File: config.mk
export PLATFORM = sky130hd
export DESIGN_NAME = dac_spdif_bridge
export DESIGN_NICKNAME = d
export VERILOG_FILES = /design/src/rtl/dac_spdif_bridge.sv
export SDC_FILE = /design/constraint.sdc
export NUM_CORES = 1
export LEC_CHECK = 0
export BUFFER_PORTS_ARGS = -buffer_cell sky130_fd_sc_hd__buf_4
export CAP_MARGIN = 0
export CORE_MARGIN = 1
export CORE_UTILIZATION = 50
export DETAILED_ROUTE_END_ITERATION = 10
export HOLD_SLACK_MARGIN = 0.08
export PLACE_DENSITY = 0.7
export SETUP_SLACK_MARGIN = 0.05
export SLEW_MARGIN = 25
export SYNTH_ARGS = -nofsm -noshare
export SYNTH_HDL_FRONTEND = slang
export SYNTH_SLANG_ARGS = --single-unit
export TNS_END_PERCENT = 100
File: constraint.sdc
create_clock -name clk -period 3.64 [get_ports clk]
set_input_delay 0.364 -clock clk [delete_from_list [all_inputs] [get_ports clk]]
set_output_delay 0.364 -clock clk [all_outputs]
set_load 0.03 [all_outputs]
File: src/rtl/dac_spdif_bridge.sv
// dac_spdif_bridge: stereo rate-decoupling FIFO between the DAC deserializer and the S/PDIF transmitter
module dac_spdif_bridge #(
  parameter int DEPTH_LOG2    = 4,
  parameter int PREFILL       = 8,
  parameter bit MUTE_ON_EMPTY = 1'b1
) (
  input  logic                  clk,
  input  logic                  reset_n,
  input  logic                  in_valid,
  input  logic [15:0]           in_left,
  input  logic [15:0]           in_right,
  input  logic                  chan_sel,
  input  logic                  clear_counts,
  output logic [15:0]           out_sample,
  output logic [15:0]           out_left,
  output logic [15:0]           out_right,
  output logic [DEPTH_LOG2:0]   level,
  output logic                  running,
  output logic [15:0]           ovf_count,
  output logic [15:0]           unf_count
);
  localparam int LW = DEPTH_LOG2 + 1;
  localparam logic [LW-1:0] FULL_LVL = LW'(2 ** DEPTH_LOG2);
  localparam logic [LW-1:0] PRE_LVL  = LW'(PREFILL);
  typedef enum logic {FILL, RUN} state_e;
  state_e state_q, state_d;
  logic [31:0] mem [2 ** DEPTH_LOG2];
  logic [DEPTH_LOG2-1:0] wr_ptr_q, wr_ptr_d, rd_ptr_q, rd_ptr_d;
  logic [LW-1:0] level_q, level_d;
  logic chan_q;
  logic [15:0] left_q, left_d, right_q, right_d, ovf_q, ovf_d, unf_q, unf_d;
  logic [31:0] head;
  logic pop, full, empty, rd, wr, ovf_inc, unf_inc, hold;
  // Head is read through the registered read pointer, so it is valid one cycle after its write
  always_comb begin
    pop      = chan_q & ~chan_sel;
    full     = level_q == FULL_LVL;
    empty    = level_q == '0;
    rd       = pop && state_q == RUN && !empty;
    unf_inc  = pop && state_q == RUN && empty;
    wr       = in_valid && (!full || rd);
    ovf_inc  = in_valid && !wr;
    head     = mem[rd_ptr_q];
    hold     = unf_inc && !MUTE_ON_EMPTY;
    wr_ptr_d = wr ? wr_ptr_q + DEPTH_LOG2'(1) : wr_ptr_q;
    rd_ptr_d = rd ? rd_ptr_q + DEPTH_LOG2'(1) : rd_ptr_q;
    level_d  = level_q + LW'(wr) - LW'(rd);
    state_d  = unf_inc ? FILL : (state_q == FILL && level_d >= PRE_LVL) ? RUN : state_q;
    left_d   = !pop ? left_q  : rd ? head[31:16] : hold ? left_q  : 16'h0;
    right_d  = !pop ? right_q : rd ? head[15:0]  : hold ? right_q : 16'h0;
    ovf_d    = clear_counts ? 16'h0 : (ovf_inc && ovf_q != 16'hFFFF) ? ovf_q + 16'h1 : ovf_q;
    unf_d    = clear_counts ? 16'h0 : (unf_inc && unf_q != 16'hFFFF) ? unf_q + 16'h1 : unf_q;
  end
  always_ff @(posedge clk) begin
    if (wr) mem[wr_ptr_q] <= {in_left, in_right};
  end
  always_ff @(posedge clk or negedge reset_n) begin
    if (!reset_n) begin
      state_q  <= FILL;
      wr_ptr_q <= '0;
      rd_ptr_q <= '0;
      level_q  <= '0;
      chan_q   <= 1'b0;
      left_q   <= '0;
      right_q  <= '0;
      ovf_q    <= '0;
      unf_q    <= '0;
    end else begin
      state_q  <= state_d;
      wr_ptr_q <= wr_ptr_d;
      rd_ptr_q <= rd_ptr_d;
      level_q  <= level_d;
      chan_q   <= chan_sel;
      left_q   <= left_d;
      right_q  <= right_d;
      ovf_q    <= ovf_d;
      unf_q    <= unf_d;
    end
  end
  assign out_left   = left_q;
  assign out_right  = right_q;
  assign out_sample = chan_sel ? left_q : right_q;
  assign level      = level_q;
  assign running    = state_q == RUN;
  assign ovf_count  = ovf_q;
  assign unf_count  = unf_q;
endmodule
Yosys cells after proc, flatten, opt, wreduce, memory -nomap -nowiden
Memory sizes are Yosys's and may differ from the RTL's.
Cells that the tools add are included.
{ "totals": {"ff_bits": 79, "ram_bits": 512, "inputBits": 37, "output_inout_bits": 86, "n_memories": 1} }
{ "memory_table": {"columns": ["name", "words", "word_bits", "read_ports", "rd_clocked_by_memory_dff", "write_ports", "line", "text"], "rows": [
  ["mem", 16, 32, 1, 0, 1, "27", "logic [31:0] mem [2 ** DEPTH_LOG2];"]
]} }
{ "op_classes": {"n_addsub": 6, "magnitude_cmp": 1, "eq_ne": 3, "muxes": 11, "bitwise_logic": 3, "n_reduce_logical": 16} }
{ "op_table": {"columns": ["op", "count"], "rows": [
  ["$mux 16", 7],
  ["$add 16x1->16 const B", 2],
  ["$ne 16x16->1 const B", 2],
  ["$add 4x1->4 const B", 2],
  ["$logic_and 1x1->1", 8],
  ["$reduce_bool 2->1", 3],
  ["$add 5x1->5", 1],
  ["$eq 5x5->1 const B", 1],
  ["$ge 5x4->1 const B", 1],
  ["$logic_not 5->1", 1],
  ["$sub 5x1->5", 1],
  ["$mux 1", 4],
  ["$logic_not 1->1", 3],
  ["$not 1->1", 2],
  ["$and 1x1->1", 1],
  ["$logic_or 1x1->1", 1]
]} }

Longest topological paths before layout
Gate-level depths: netlist (run 1).
{ "logic_depth": {"word_depth": 12, "ltp_mapped": 14} }

Worst setup path before layout (run 1)
No wires, ideal clock.
{ "synth_path": {"path_kind": "flip-flop to flip-flop", "from": "register level_q[2], in the netlist level[2]", "to": "memory mem[3][0], enable pin", "setup_time_ns": 0.461, "arrival_ns": 3.765, "setup_slack_ns": -0.586, "stages_incl_launch_ff": 7, "period_less_slack_ns": 4.226, "path_cell_list": "dfrtp_1 inv_1 ha_1 and4bb_2 a21boi_2 nand2_1 nor3_1"} }
{ "synth_via": {"elab_chain_cells": 7} }
{ "synth_rtl": {"columns": ["item", "line", "text"], "rows": [
  ["from (decl)", "29", "logic [LW-1:0] level_q, level_d;"],
  ["from (signal assigned)", "72", "level_q <= level_d;"],
  ["$logic_not 5->1", "38", "empty = level_q == '0;"],
  ["$logic_not 1->1", "39", "rd = pop && state_q == RUN && !empty;"],
  ["$logic_and 1x1->1", "39", null],
  ["$logic_or 1x1->1 *", "41", "wr = in_valid && (!full || rd);"],
  ["$logic_and 1x1->1 *", "41", null],
  ["$mux 1 *", "55", "if (wr) mem[wr_ptr_q] <= {in_left, in_right};"],
  ["$mux 1 (implied by the code) *", "55", null],
  ["to (decl)", "27", null]
]} }
Mark *: on every way between the ends. The rest lies on a longest branch, timed or not.

Worst setup path after layout (run 1)
{ "layout_path": {"from": "register level_q[3], in the netlist level[3]", "to": "register state_q, in the netlist running"} }
{ "layout_via": {"elab_chain_cells": 10} }
{ "layout_rtl": {"columns": ["item", "line", "text"], "rows": [
  ["$logic_not 5->1", "38", null],
  ["$logic_not 1->1", "39", null],
  ["$logic_and 1x1->1", "39", null],
  ["$logic_or 1x1->1", "41", null],
  ["$logic_and 1x1->1", "41", null],
  ["$add 5x1->5", "47", "level_d = level_q + LW'(wr) - LW'(rd);"],
  ["$sub 5x1->5 *", "47", null],
  ["net level_d[4]", "29", null],
  ["$ge 5x4->1 *", "48", "state_d = unf_inc ? FILL : (state_q == FILL && level_d >= PRE_LVL) ? RUN : state_q;"],
  ["$logic_and 1x1->1 *", "48", null],
  ["$reduce_bool 2->1 (no line) *", null, null],
  ["to (signal assigned)", "69", "state_q <= state_d;"],
  ["to (decl)", "26", "state_e state_q, state_d;"]
]} }
The timed path passes the listed nets; every way through them passes the cells marked *.
A chain may end at the register's enable or synchronous reset.

==> metrics.txt, run 1 <==
status complete, no violations; FF+latch count, synth 591; switching component of the power 6.31 mW; DR WL/cell 26.7 um; syn_nets 1159; number of DRC violations after detailed-routing iteration 0 1436; number of global-route vias before repair 12003; clock tree from TritonCTS yes; hold worst-path end mem[4][15]; Avg Inst Size Synth 20.7 um2; final hold violations 0; maximum clock insertion buffer count 3; number of unique standard cell types used by synthesis 50; switching power share of the total 30.9%; Slew Viols, Final 0; initial antenna violation count 4; Ports 123; final count of negative-setup-slack endpoints 0; GP Congestion 0.808; Setup Crit Path Kind reg2reg; unrepaired setup endpoints after global routing no; CP Buf/Inv Count 5; worst hold path cell count 1; HP Class in2reg; internal cell power 14.1 mW; count of buffers from port buffering 122; fmax 344 MHz; IR Drop Worst-Case VDD 513 uV; Area growth, synth to finish 18.3%; endpoint required time on the critical path 4.13 ns; crit path DAT 3.39 ns; Pre-antenna DRT Iters 7; total number of vias 11759; H-tree depth reported by CTS 2; worst-margin pin slew 0.988 ns; maximum fanout along the worst path 9; buffer cell driving the clock tree root sky130_fd_sc_hd__clkbuf_16; fraction of the yosys area taken by sequential cells 75.6%; residual antenna-violating net count after detailed routing 0; chain of cells forming the critical path inv_1 -> ha_1 -> and4bb_2 -> a21boi_2 -> buf_4 -> inv_1 -> o21ai_0 -> ha_1 -> inv_1 -> fa_1 -> inv_1 -> a21oi_1 -> o21bai_1 -> xnor2_1 -> o31a_1; fraction of final layout cells with drive strength greater than 1 31.2%; count of fill cells added during filler insertion 3221; Static Leak 9.23 nW; row count 78; fraction of synthesis flops using an asynchronous set or reset pin 13.4%; first-pass GRT wire length 78200 um; multi-input logic area 5440 um2; worst hold margin 0.116 ns; number of nets in the finished design 1355; maximum clock skew at final layout 0.0224 ns; cell type group with the largest total delay on the critical path adder cells; CTS buffer count 57; Critical-path top delay cell sky130_fd_sc_hd__fa_1; cell area after technology mapping 22900 um2; Seq. cell area 17400 um2; Max stage delay on crit path 0.43 ns; post-route minimum period 2.90 ns; number of max-cap violations 0; Post-CTS Repair Setup Buffers 0; endpoint of the most critical register-to-register path running; clock latency on the worst-skew pair 0.61 ns; most common cell type on the critical path sky130_fd_sc_hd__inv_1; origin of the worst min-delay path in_right[15]; count of synthesis-stage warnings from yosys 0; post-detailed-routing wire length 52200 um; largest area contributor in the synthesized netlist sky130_fd_sc_hd__edfxtp_1; endpoint kind of the worst setup timing path register; dpl hpwl 31300 um; grt ovf 0; largest net degree at the start of global routing 65; startpoint of the worst register-to-register path level[3]; launching element type of the critical path register; register-to-register setup slack 0.74 ns; die span in y 216 um; number of standard cells after synthesis 1109; depth of the worst register-to-register path 15; GRT Overall Usage 22.9%; Clock transition at path regs 0.06 ns; DRC violation count after routing 0; die area 46700 um2; sequential share of power 44.1%; number of cells on the critical path 15; number of vias per cell 6.02; Fin Setup TNS 0 ns; share of power burned in the clock network 28.8%; slew margin rel. 34.1%; areal power density over the cells 751 nW/um2; horizontal extent of the die 216 um; initial core utilization 50.7%; area share of the leading cell type in the synthesized netlist 67.0%; EDFF count, synth 512; synth top area cells sky130_fd_sc_hd__edfxtp_1, sky130_fd_sc_hd__mux4_2, sky130_fd_sc_hd__dfrtp_1; area inside the core boundary 45300 um2; primary flip-flop cell chosen by synthesis mapping sky130_fd_sc_hd__edfxtp_1; final period utilization 79.8%; Sink Count 591; combinational share of power 27.1%
==> per-stage QoR <==
stage                     instances  total power [mW]  setup WS, ns  utilization, %  instance area (um2)
after detailed placement       1813              14.7         0.748            55.1                24900
after global placement         1813              14.6         0.811            55.1                24900
after global routing           1951              21.1         0.521            59.9                27100
final                          1953              20.4         0.736            59.9                27100
after floorplan                1109              12.5         0.269               -                23000
after CTS                      1951              20.5         0.727            59.9                27100
==> registers in the layout, summed over array words and instances, names as in the netlist <==
signal,cells
chan_q,1
running,1
out_right,16
rd_ptr_q,4
ovf_count,16
wr_ptr_q,4
unf_count,16
out_left,16
level,5
mem,512
==> cell usage in the layout (no fill, tap or decap), types with 4 or more instances in the layout <==
cell type	netlist	layout
sky130_fd_sc_hd__edfxtp_1	512	512
sky130_fd_sc_hd__buf_4	0	145
sky130_fd_sc_hd__mux4_2	128	128
sky130_fd_sc_hd__dfrtp_1	79	77
sky130_fd_sc_hd__clkbuf_16	0	57
sky130_fd_sc_hd__nor2_1	47	33
sky130_fd_sc_hd__mux2i_1	33	33
sky130_fd_sc_hd__dlygate4sd3_1	0	33
sky130_fd_sc_hd__xnor2_1	32	32
sky130_fd_sc_hd__a222oi_1	32	32
sky130_fd_sc_hd__o21ai_1	22	22
sky130_fd_sc_hd__mux2_2	16	16
sky130_fd_sc_hd__nand2_1	16	16
sky130_fd_sc_hd__nand3_1	15	15
sky130_fd_sc_hd__inv_1	14	14
sky130_fd_sc_hd__o21ai_0	14	14
sky130_fd_sc_hd__nor2_4	0	13
sky130_fd_sc_hd__ha_1	12	12
sky130_fd_sc_hd__buf_12	0	12
sky130_fd_sc_hd__clkinv_2	0	11
sky130_fd_sc_hd__clkbuf_1	28	11
sky130_fd_sc_hd__clkinv_1	0	9
sky130_fd_sc_hd__a21oi_1	7	7
sky130_fd_sc_hd__and3_1	7	7
sky130_fd_sc_hd__nor3_1	11	7
sky130_fd_sc_hd__clkbuf_8	0	7
sky130_fd_sc_hd__xor2_1	6	6
sky130_fd_sc_hd__and4_1	6	6
sky130_fd_sc_hd__nor4_1	5	5
sky130_fd_sc_hd__bufinv_16	0	5
sky130_fd_sc_hd__nor3_4	0	4
sky130_fd_sc_hd__nand4_1	4	4
==> worst max-delay path by stage <==
stage	slack, ns	start	endpoint
3_5_place_dp	0.75	level[3]	running
2_1_floorplan	0.27	level[2]	mem[7][0]
3_3_place_gp	0.81	level[3]	running
6_report	0.74	level[3]	running
4_1_cts	0.73	level[3]	running
5_1_grt	0.52	level[2]	running
==> layer usage <==
metal | share of wire, % | GRT usage, % | vias to the layer above
met4 | 2.6 | 7.56 | 4
met1 | 41 | 31.9 | 6164
met2 | 47 | 36.3 | 508
met5 | 0.044 | 0 | -
li1 | - | - | 4982
met3 | 8.5 | 4.81 | 101
==> power groups by stage <==
stage	Combinational (mW)	Sequential [mW]	Clock, mW
after detailed placement	5.54	9.12	0
after global placement	5.50	9.08	0
after floorplan	3.46	9.00	0
after global routing	5.88	9.04	6.21
final	5.53	8.98	5.87
after CTS	5.60	8.99	5.95
==> cell usage after synthesis (15+ instances only) <==
master / instances
sky130_fd_sc_hd__buf_2: 21
sky130_fd_sc_hd__mux4_2: 128
sky130_fd_sc_hd__nor2_1: 47
sky130_fd_sc_hd__nand3_1: 15
sky130_fd_sc_hd__clkbuf_1: 28
sky130_fd_sc_hd__nand2_1: 16
sky130_fd_sc_hd__a222oi_1: 32
sky130_fd_sc_hd__edfxtp_1: 512
sky130_fd_sc_hd__mux2i_1: 33
sky130_fd_sc_hd__xnor2_1: 32
sky130_fd_sc_hd__o21ai_1: 22
sky130_fd_sc_hd__mux2_2: 16
sky130_fd_sc_hd__dfrtp_1: 79
==> cell families after synthesis <==
logic type	Yosys count	synth area share, %
xor+xnor	38	1.45
flops	591	75.6
buf+inv	69	1.31
compound gates	88	2.91
simple gates	133	3.15
fa+ha+maj	13	0.742
mux	177	14.8
==> layout make-up <==
type	instances	share of cell area, %
Timing Repair Buffer	191	6.15
Inverter	15	0.207
Tap cell	600	2.77
Sequential cell	591	64.0
Multi-Input combinational cell	449	20.0
Antenna cell	2	0.0184
Clock buffer	75	5.76
Clock inverter	30	1.12
==> timing repair <==
item                                   4_1_cts  5_1_grt
gates resized for setup                      0        0
hold buffers                                33        0
endpoints found under the hold margin      552        0
Note: power is estimated with default switching activity, not from simulation.
==> run 2: changes to the inputs <==
==> constraint.sdc (replaced) <==
create_clock -name clk -period 2.64 [get_ports clk]
set_input_delay 0.264 -clock clk [delete_from_list [all_inputs] [get_ports clk]]
set_output_delay 0.264 -clock clk [all_outputs]
set_load 0.03 [all_outputs]
==> run 2 against run 1 <==
Effect of this change: die area is the same; cell count is 1.4% higher; combinational power up 45%; critical path depth shrank 2; sequential share of layout area fell by 1.3 points; sequential power is 37% higher; power grew 43%; sequential cell count is the same; global-route usage increased by 0.064 points.
==> metrics.txt, run 2 (synthesis gave the netlist of run 1 again) <==
horizontal extent of the die 216 um (unchanged); endpoint kind of the worst setup timing path register; slew margin rel. 54.6% (+20 points); Fin Setup TNS 0 ns (unchanged); number of cells on the critical path 13 (-2); Max stage delay on crit path 0.41 ns (-0.02 ns); fraction of final layout cells with drive strength greater than 1 33.9% (+2.7 points); cell type group with the largest total delay on the critical path adder cells; number of DRC violations after detailed-routing iteration 0 1409 (-1.9%); endpoint of the most critical register-to-register path running; GRT Overall Usage 23.0% (+0.064 points); Critical-path top delay cell sky130_fd_sc_hd__or3_4; initial antenna violation count 4 (unchanged); endpoint required time on the critical path 3.12 ns (-1.01 ns); launching element type of the critical path register; status complete, no violations; final core occ 61.2% (+1.3 points); GP Congestion 0.799 (-1.0%); unrepaired setup endpoints after global routing yes; number of global-route vias before repair 12020 (+0.14%); leading cell types in the layout, fill and taps excluded sky130_fd_sc_hd__edfxtp_1, sky130_fd_sc_hd__buf_4, sky130_fd_sc_hd__mux4_2, sky130_fd_sc_hd__dfrtp_1, sky130_fd_sc_hd__clkbuf_16; largest net degree at the start of global routing 59 (-9.2%); grt ovf 0 (unchanged); area inside the core boundary 45300 um2 (unchanged); clock tree from TritonCTS yes; crit path DAT 3.00 ns (-0.39 ns); register-to-register setup slack 0.12 ns (-0.62 ns); design area 27700 um2 (+2.1%); most common cell type on the critical path sky130_fd_sc_hd__inv_2; Slew Viols, Final 0 (unchanged); post-detailed-routing wire length 52900 um (+1.3%); Most flops, register mem; H-tree depth reported by CTS 2 (unchanged); areal power density over the cells 1050 nW/um2 (+40%); HP Class in2async; die span in y 216 um (unchanged); chain of cells forming the critical path inv_2 -> ha_4 -> nor4b_4 -> or3_4 -> o21ai_2 -> ha_2 -> inv_2 -> fa_2 -> inv_2 -> a21oi_2 -> o21bai_1 -> xnor2_1 -> o31a_1; die area 46700 um2 (unchanged); clock latency on the worst-skew pair 0.64 ns (+0.03 ns); maximum fanout along the worst path 3 (-6); count of buffers from port buffering 122 (unchanged); Sink Count 591 (unchanged); Pre-antenna DRT Iters 9 (+2); final count of negative-setup-slack endpoints 0 (unchanged); leading cell type in the layout, fill and taps excluded sky130_fd_sc_hd__edfxtp_1; row count 78 (unchanged); Seq. cell area 17400 um2 (about the same); startpoint of the worst register-to-register path level[3]; initial core utilization 50.7% (unchanged); CP Buf/Inv Count 3 (-2); residual antenna-violating net count after detailed routing 0 (unchanged); number of max-cap violations 0 (unchanged); CTS buffer count 57 (unchanged); maximum clock skew at final layout 0.0460 ns (+0.0236 ns); DR WL/cell 26.7 um (-0.10%); dpl hpwl 31200 um (-0.38%); Clock transition at path regs 0.07 ns (about the same); flip-flop count of the largest register, all copies and words added 512 (unchanged); worst-margin pin slew 0.681 ns (-0.308 ns); IR Drop Worst-Case VDD 770 uV (+50%); Cell Area, Placed 25200 um2 (+1.2%); count of fill cells added during filler insertion 3170 (-1.6%); buffer cell driving the clock tree root sky130_fd_sc_hd__clkbuf_16; number of vias per cell 6.01 (-0.26%); Static Leak 9.48 nW (+2.7%); Setup Crit Path Kind reg2reg; Area growth, synth to finish 20.8%; final period utilization 95.4% (+16 points); total number of vias 11896 (+1.2%); worst hold margin 0.120 ns (+0.00341 ns); maximum clock insertion buffer count 3 (unchanged); final hold violations 0 (unchanged); first-pass GRT wire length 77900 um (-0.47%); multi-input logic area 5480 um2 (+0.74%); depth of the worst register-to-register path 13 (-2); Ports 123 (unchanged); worst setup path start level[3]; number of nets in the finished design 1380 (+1.8%); post-route minimum period 2.52 ns (-0.384 ns); DRC violation count after routing 0 (unchanged); total power 29.2 mW (+43%); fmax 397 MHz (+15%)
[run 2: cell types whose count changed in the layout (fill, tap and decap cells not counted), moves of 3 or more]
cell                        change
sky130_fd_sc_hd__buf_12         +9
sky130_fd_sc_hd__buf_4         +15
sky130_fd_sc_hd__bufinv_16      +5
sky130_fd_sc_hd__clkbuf_8       +4
sky130_fd_sc_hd__clkinv_1       -6
sky130_fd_sc_hd__clkinv_2       -5
sky130_fd_sc_hd__dfrtp_1        -3
sky130_fd_sc_hd__dfrtp_2        +3
sky130_fd_sc_hd__inv_1          -4
sky130_fd_sc_hd__inv_2          +4
[run 2: area by class of cell]
cell class                 count  share of cell area (%)
clock buffer                  82                    5.96
inverter                      15                   0.203
multi-input combinational    449                    19.8
timing repair buffer         216                    7.11
clock inverter                26                    1.60
sequential                   591                    62.6
tap                          600                    2.71
antenna                        2                  0.0181
[run 2: power by group]
part	switching (mW)	total (mW)	internal, mW
Sequential	0.960	12.3	11.3
Clock	3.49	8.84	5.35
Combinational	4.35	8.04	3.69
Total	8.80	29.2	20.4
[run 2: layer usage]
metal	vias to the layer above	wire, um	GRT usage, %
met2	606	25800	36.7
met1	6192	20900	31.5
li1	5026	-	-
met3	70	5150	5.53
met5	-	11	0
met4	2	1040	6.97
[run 2: worst max path at each step]
stage	to	slack (ns)
final	running	0.12
after global routing	running	-0.003
after CTS	running	0.07
after detailed placement	running	0.04
after global placement	running	0.1
after floorplan	mem[10][0]	-0.02
[run 2: worst register-to-register path, cell delays in order (launching register included)]
cell	delay (ns)
sky130_fd_sc_hd__dfrtp_2	0.36
sky130_fd_sc_hd__inv_2	0.05
sky130_fd_sc_hd__ha_4	0.16
sky130_fd_sc_hd__nor4b_4	0.13
sky130_fd_sc_hd__or3_4	0.41
sky130_fd_sc_hd__o21ai_2	0.07
sky130_fd_sc_hd__ha_2	0.20
sky130_fd_sc_hd__inv_2	0.04
sky130_fd_sc_hd__fa_2	0.37
sky130_fd_sc_hd__inv_2	0.07
sky130_fd_sc_hd__a21oi_2	0.04
sky130_fd_sc_hd__o21bai_1	0.16
sky130_fd_sc_hd__xnor2_1	0.10
sky130_fd_sc_hd__o31a_1	0.23
[run 2: through the flow]
stage | setup slack [ns] | std cells
after floorplan | -0.0175 | 1109
after global placement | 0.0962 | 1833
after detailed placement | 0.0372 | 1833
after CTS | 0.0652 | 1976
after global routing | -0.00267 | 1980
final | 0.120 | 1981
[run 2: what timing repair did]
action | CTS | global route
pin swaps | 1 | 6
endpoints found under the setup margin | 1 | 1
endpoints found under the hold margin | 624 | 0
buffers inserted | 0 | 3
gates cloned | 0 | 0
hold buffers | 35 | 0
gates resized for setup | 1 | 5
==> run 3: changes to the inputs <==
--- a/config.mk
+++ b/config.mk
@@ -11,7 +11,7 @@
 export CORE_UTILIZATION = 50
 export DETAILED_ROUTE_END_ITERATION = 10
 export HOLD_SLACK_MARGIN = 0.08
-export PLACE_DENSITY = 0.7
+export PLACE_DENSITY = 0.67
 export SETUP_SLACK_MARGIN = 0.05
 export SLEW_MARGIN = 25
 export SYNTH_ARGS = -nofsm -noshare
==> constraint.sdc (replaced) <==
create_clock -name clk -period 3.1 [get_ports clk]
set_input_delay 0.31 -clock clk [delete_from_list [all_inputs] [get_ports clk]]
set_output_delay 0.31 -clock clk [all_outputs]
set_load 0.03 [all_outputs]
==> run 3 against run 2 <==
Effect of this change: clock skew shrank 0.016 ns; register-to-register slack gained 0.19 ns; cell area shrank 2.0%; clock power shrank 22%; non-clock buffer count shrank 12; wire length shrank 0.80%; critical endpoint unchanged; largest power group unchanged; highest routed layer is now met4.
==> metrics.txt, run 3 (synthesis gave the netlist of run 1 again) <==
status complete, no violations; fraction of met1 tracks used by global routing 32.7% (+1.2 points); die span in y 216 um (unchanged); initial core utilization 50.7% (unchanged); maximum clock skew at final layout 0.0298 ns (-0.0163 ns); fmax 358 MHz (-9.8%); global-route met3 utilization 4.51% (-1.0 points); Setup Crit Path Kind reg2reg; slew margin rel. 30.4% (-24 points); endpoint of the most critical register-to-register path running; launching element type of the critical path register; final hold violations 0 (unchanged); worst hold path cell count 4; number of max-cap violations 0 (unchanged); H-tree depth reported by CTS 2 (unchanged); final period utilization 90.1% (-5.3 points); post-route minimum period 2.79 ns (+0.274 ns); IR Drop Worst-Case VDD 633 uV (-18%); number of vias per cell 5.94 (-1.0%); first-pass GRT wire length 78400 um (+0.67%); design area 27200 um2 (-2.0%); initial antenna violation count 4 (unchanged); number of nets in the finished design 1367 (-0.94%); grt ovf 0 (unchanged); non-filler instance count after layout 1964 (-0.86%); CTS buffer count 56 (-1.8%); Area growth, synth to finish 18.4%; clock tree from TritonCTS yes; Sink Count 591 (unchanged); area inside the core boundary 45300 um2 (unchanged); origin of the worst min-delay path in_valid; global routing met2 resource utilization 36.6% (-0.11 points); worst-margin pin slew 1.04 ns (+0.363 ns); most congested layer reported by global routing met2; Cell Area, Placed 24900 um2 (-1.1%); HP Class in2reg; register-to-register setup slack 0.31 ns (+0.19 ns); quantity of gates resized following cts 0 (-1); residual antenna-violating net count after detailed routing 0 (unchanged); startpoint of the worst register-to-register path level[2]; number of DRC violations after detailed-routing iteration 0 1424 (+1.1%); DR WL/cell 26.7 um (about the same); fraction of final layout cells with drive strength greater than 1 31.4% (-2.5 points); number of global-route vias before repair 12033 (+0.11%); Clock transition at path regs 0.06 ns (about the same); hold worst-path end wr_ptr_q[0]; Most flops, register mem; depth of the worst register-to-register path 13 (unchanged); unrepaired setup endpoints after global routing no; buffer cell driving the clock tree root sky130_fd_sc_hd__clkbuf_16; total number of vias 11671 (-1.9%); Static Leak 9.27 nW (-2.2%); count of buffers from port buffering 122 (unchanged); post-detailed-routing wire length 52500 um (-0.80%); leading cell type in the layout, fill and taps excluded sky130_fd_sc_hd__edfxtp_1; GP Congestion 0.800 (about the same); leading cell types in the layout, fill and taps excluded sky130_fd_sc_hd__edfxtp_1, sky130_fd_sc_hd__buf_4, sky130_fd_sc_hd__mux4_2, sky130_fd_sc_hd__dfrtp_1, sky130_fd_sc_hd__clkbuf_16; crit path DAT 3.28 ns (+0.28 ns); row count 78 (unchanged); die area 46700 um2 (unchanged); endpoint required time on the critical path 3.59 ns (+0.47 ns); GRT Overall Usage 23.1% (+0.13 points); DRC violation count after routing 0 (unchanged); maximum clock insertion buffer count 3 (unchanged); clock latency on the worst-skew pair 0.63 ns (about the same); maximum fanout along the worst path 6 (+3); areal power density over the cells 879 nW/um2 (-16%); Slew Viols, Final 0 (unchanged); horizontal extent of the die 216 um (unchanged); endpoint kind of the worst setup timing path register; Pre-antenna DRT Iters 7 (-2); Ports 123 (unchanged); flip-flop count of the largest register, all copies and words added 512 (unchanged); number of cells after detailed placement 1823 (-0.55%); dpl hpwl 32000 um (+2.5%); final count of negative-setup-slack endpoints 0 (unchanged); largest net degree at the start of global routing 51 (-14%); antenna diode instance count 0 (-2)
run 3: changes by cell type in the layout (fill, tap and decap cells not counted), sizes merged:
cell,before,now
buf,181,169
bufinv,10,7
clkbuf,82,70
clkinv,11,25
clkinvlp,4,3
diode,2,0
inv,16,15
run 3: layout make-up:
| type | instances | area (um2) |
|---|---|---|
| clock buffer | 70 | 1480 |
| clock inverter | 35 | 380 |
| fill | 3243 | 18100 |
| inverter | 15 | 56.3 |
| multi-input combinational | 449 | 5430 |
| sequential | 591 | 17400 |
| tap | 600 | 751 |
| timing repair buffer | 204 | 1710 |
run 3: how the worst max path moves through the flow:
| stage | slack [ns] | start | cells after the start | end |
|---|---|---|---|---|
| floorplan | -0.27 | level[2] | 6 | mem[7][0] |
| global placement | 0.31 | level[3] | 13 | running |
| detailed placement | 0.22 | level[2] | 13 | running |
| CTS | 0.19 | level[2] | 13 | running |
| global route | 0.1 | level[3] | 13 | running |
| finish | 0.31 | level[2] | 13 | running |
run 3: report_power, final:
part           switching (mW)  internal (mW)  total [mW]
sequential              0.828           9.64        10.5
clock                    2.90           3.97        6.86
combinational            3.61           2.92        6.53
run 3: per-stage QoR:
stage	worst slack, ns	power (mW)	TNS (ns)	util, %	hold slack, ns
6_report	0.306	23.9	0	60.0	0.295
3_5_place_dp	0.219	17.2	0	55.1	0.452
2_1_floorplan	-0.271	14.6	-68.75	-	0.0144
4_1_cts	0.192	24.1	0	60.0	0.250
5_1_grt	0.0977	24.8	0	60.0	0.310
3_3_place_gp	0.308	17.1	0	55.1	0.436
run 3: layer usage:
layer  vias to the layer above  share of wire, %
li1                       5004                 -
met1                      6110                42
met2                       491                48
met3                        66               8.0
met4                         0               2.2
met5                         -                 0
run 3: what timing repair did:
item,4_1_cts,5_1_grt
hold buffers,35,0
endpoints found under the hold margin,583,0
setup endpoints to repair,0,1
setup buffers,0,1
run 3: critical path, stage by stage (launching register included):
cell	delay (ns)
sky130_fd_sc_hd__dfrtp_1	0.40
sky130_fd_sc_hd__inv_1	0.11
sky130_fd_sc_hd__ha_1	0.18
sky130_fd_sc_hd__nor4b_4	0.27
sky130_fd_sc_hd__nor2_1	0.19
sky130_fd_sc_hd__o21ai_0	0.19
sky130_fd_sc_hd__ha_1	0.18
sky130_fd_sc_hd__inv_1	0.06
sky130_fd_sc_hd__fa_1	0.43
sky130_fd_sc_hd__inv_1	0.07
sky130_fd_sc_hd__a21oi_1	0.05
sky130_fd_sc_hd__o21bai_1	0.17
sky130_fd_sc_hd__xnor2_1	0.10
sky130_fd_sc_hd__o31a_1	0.27
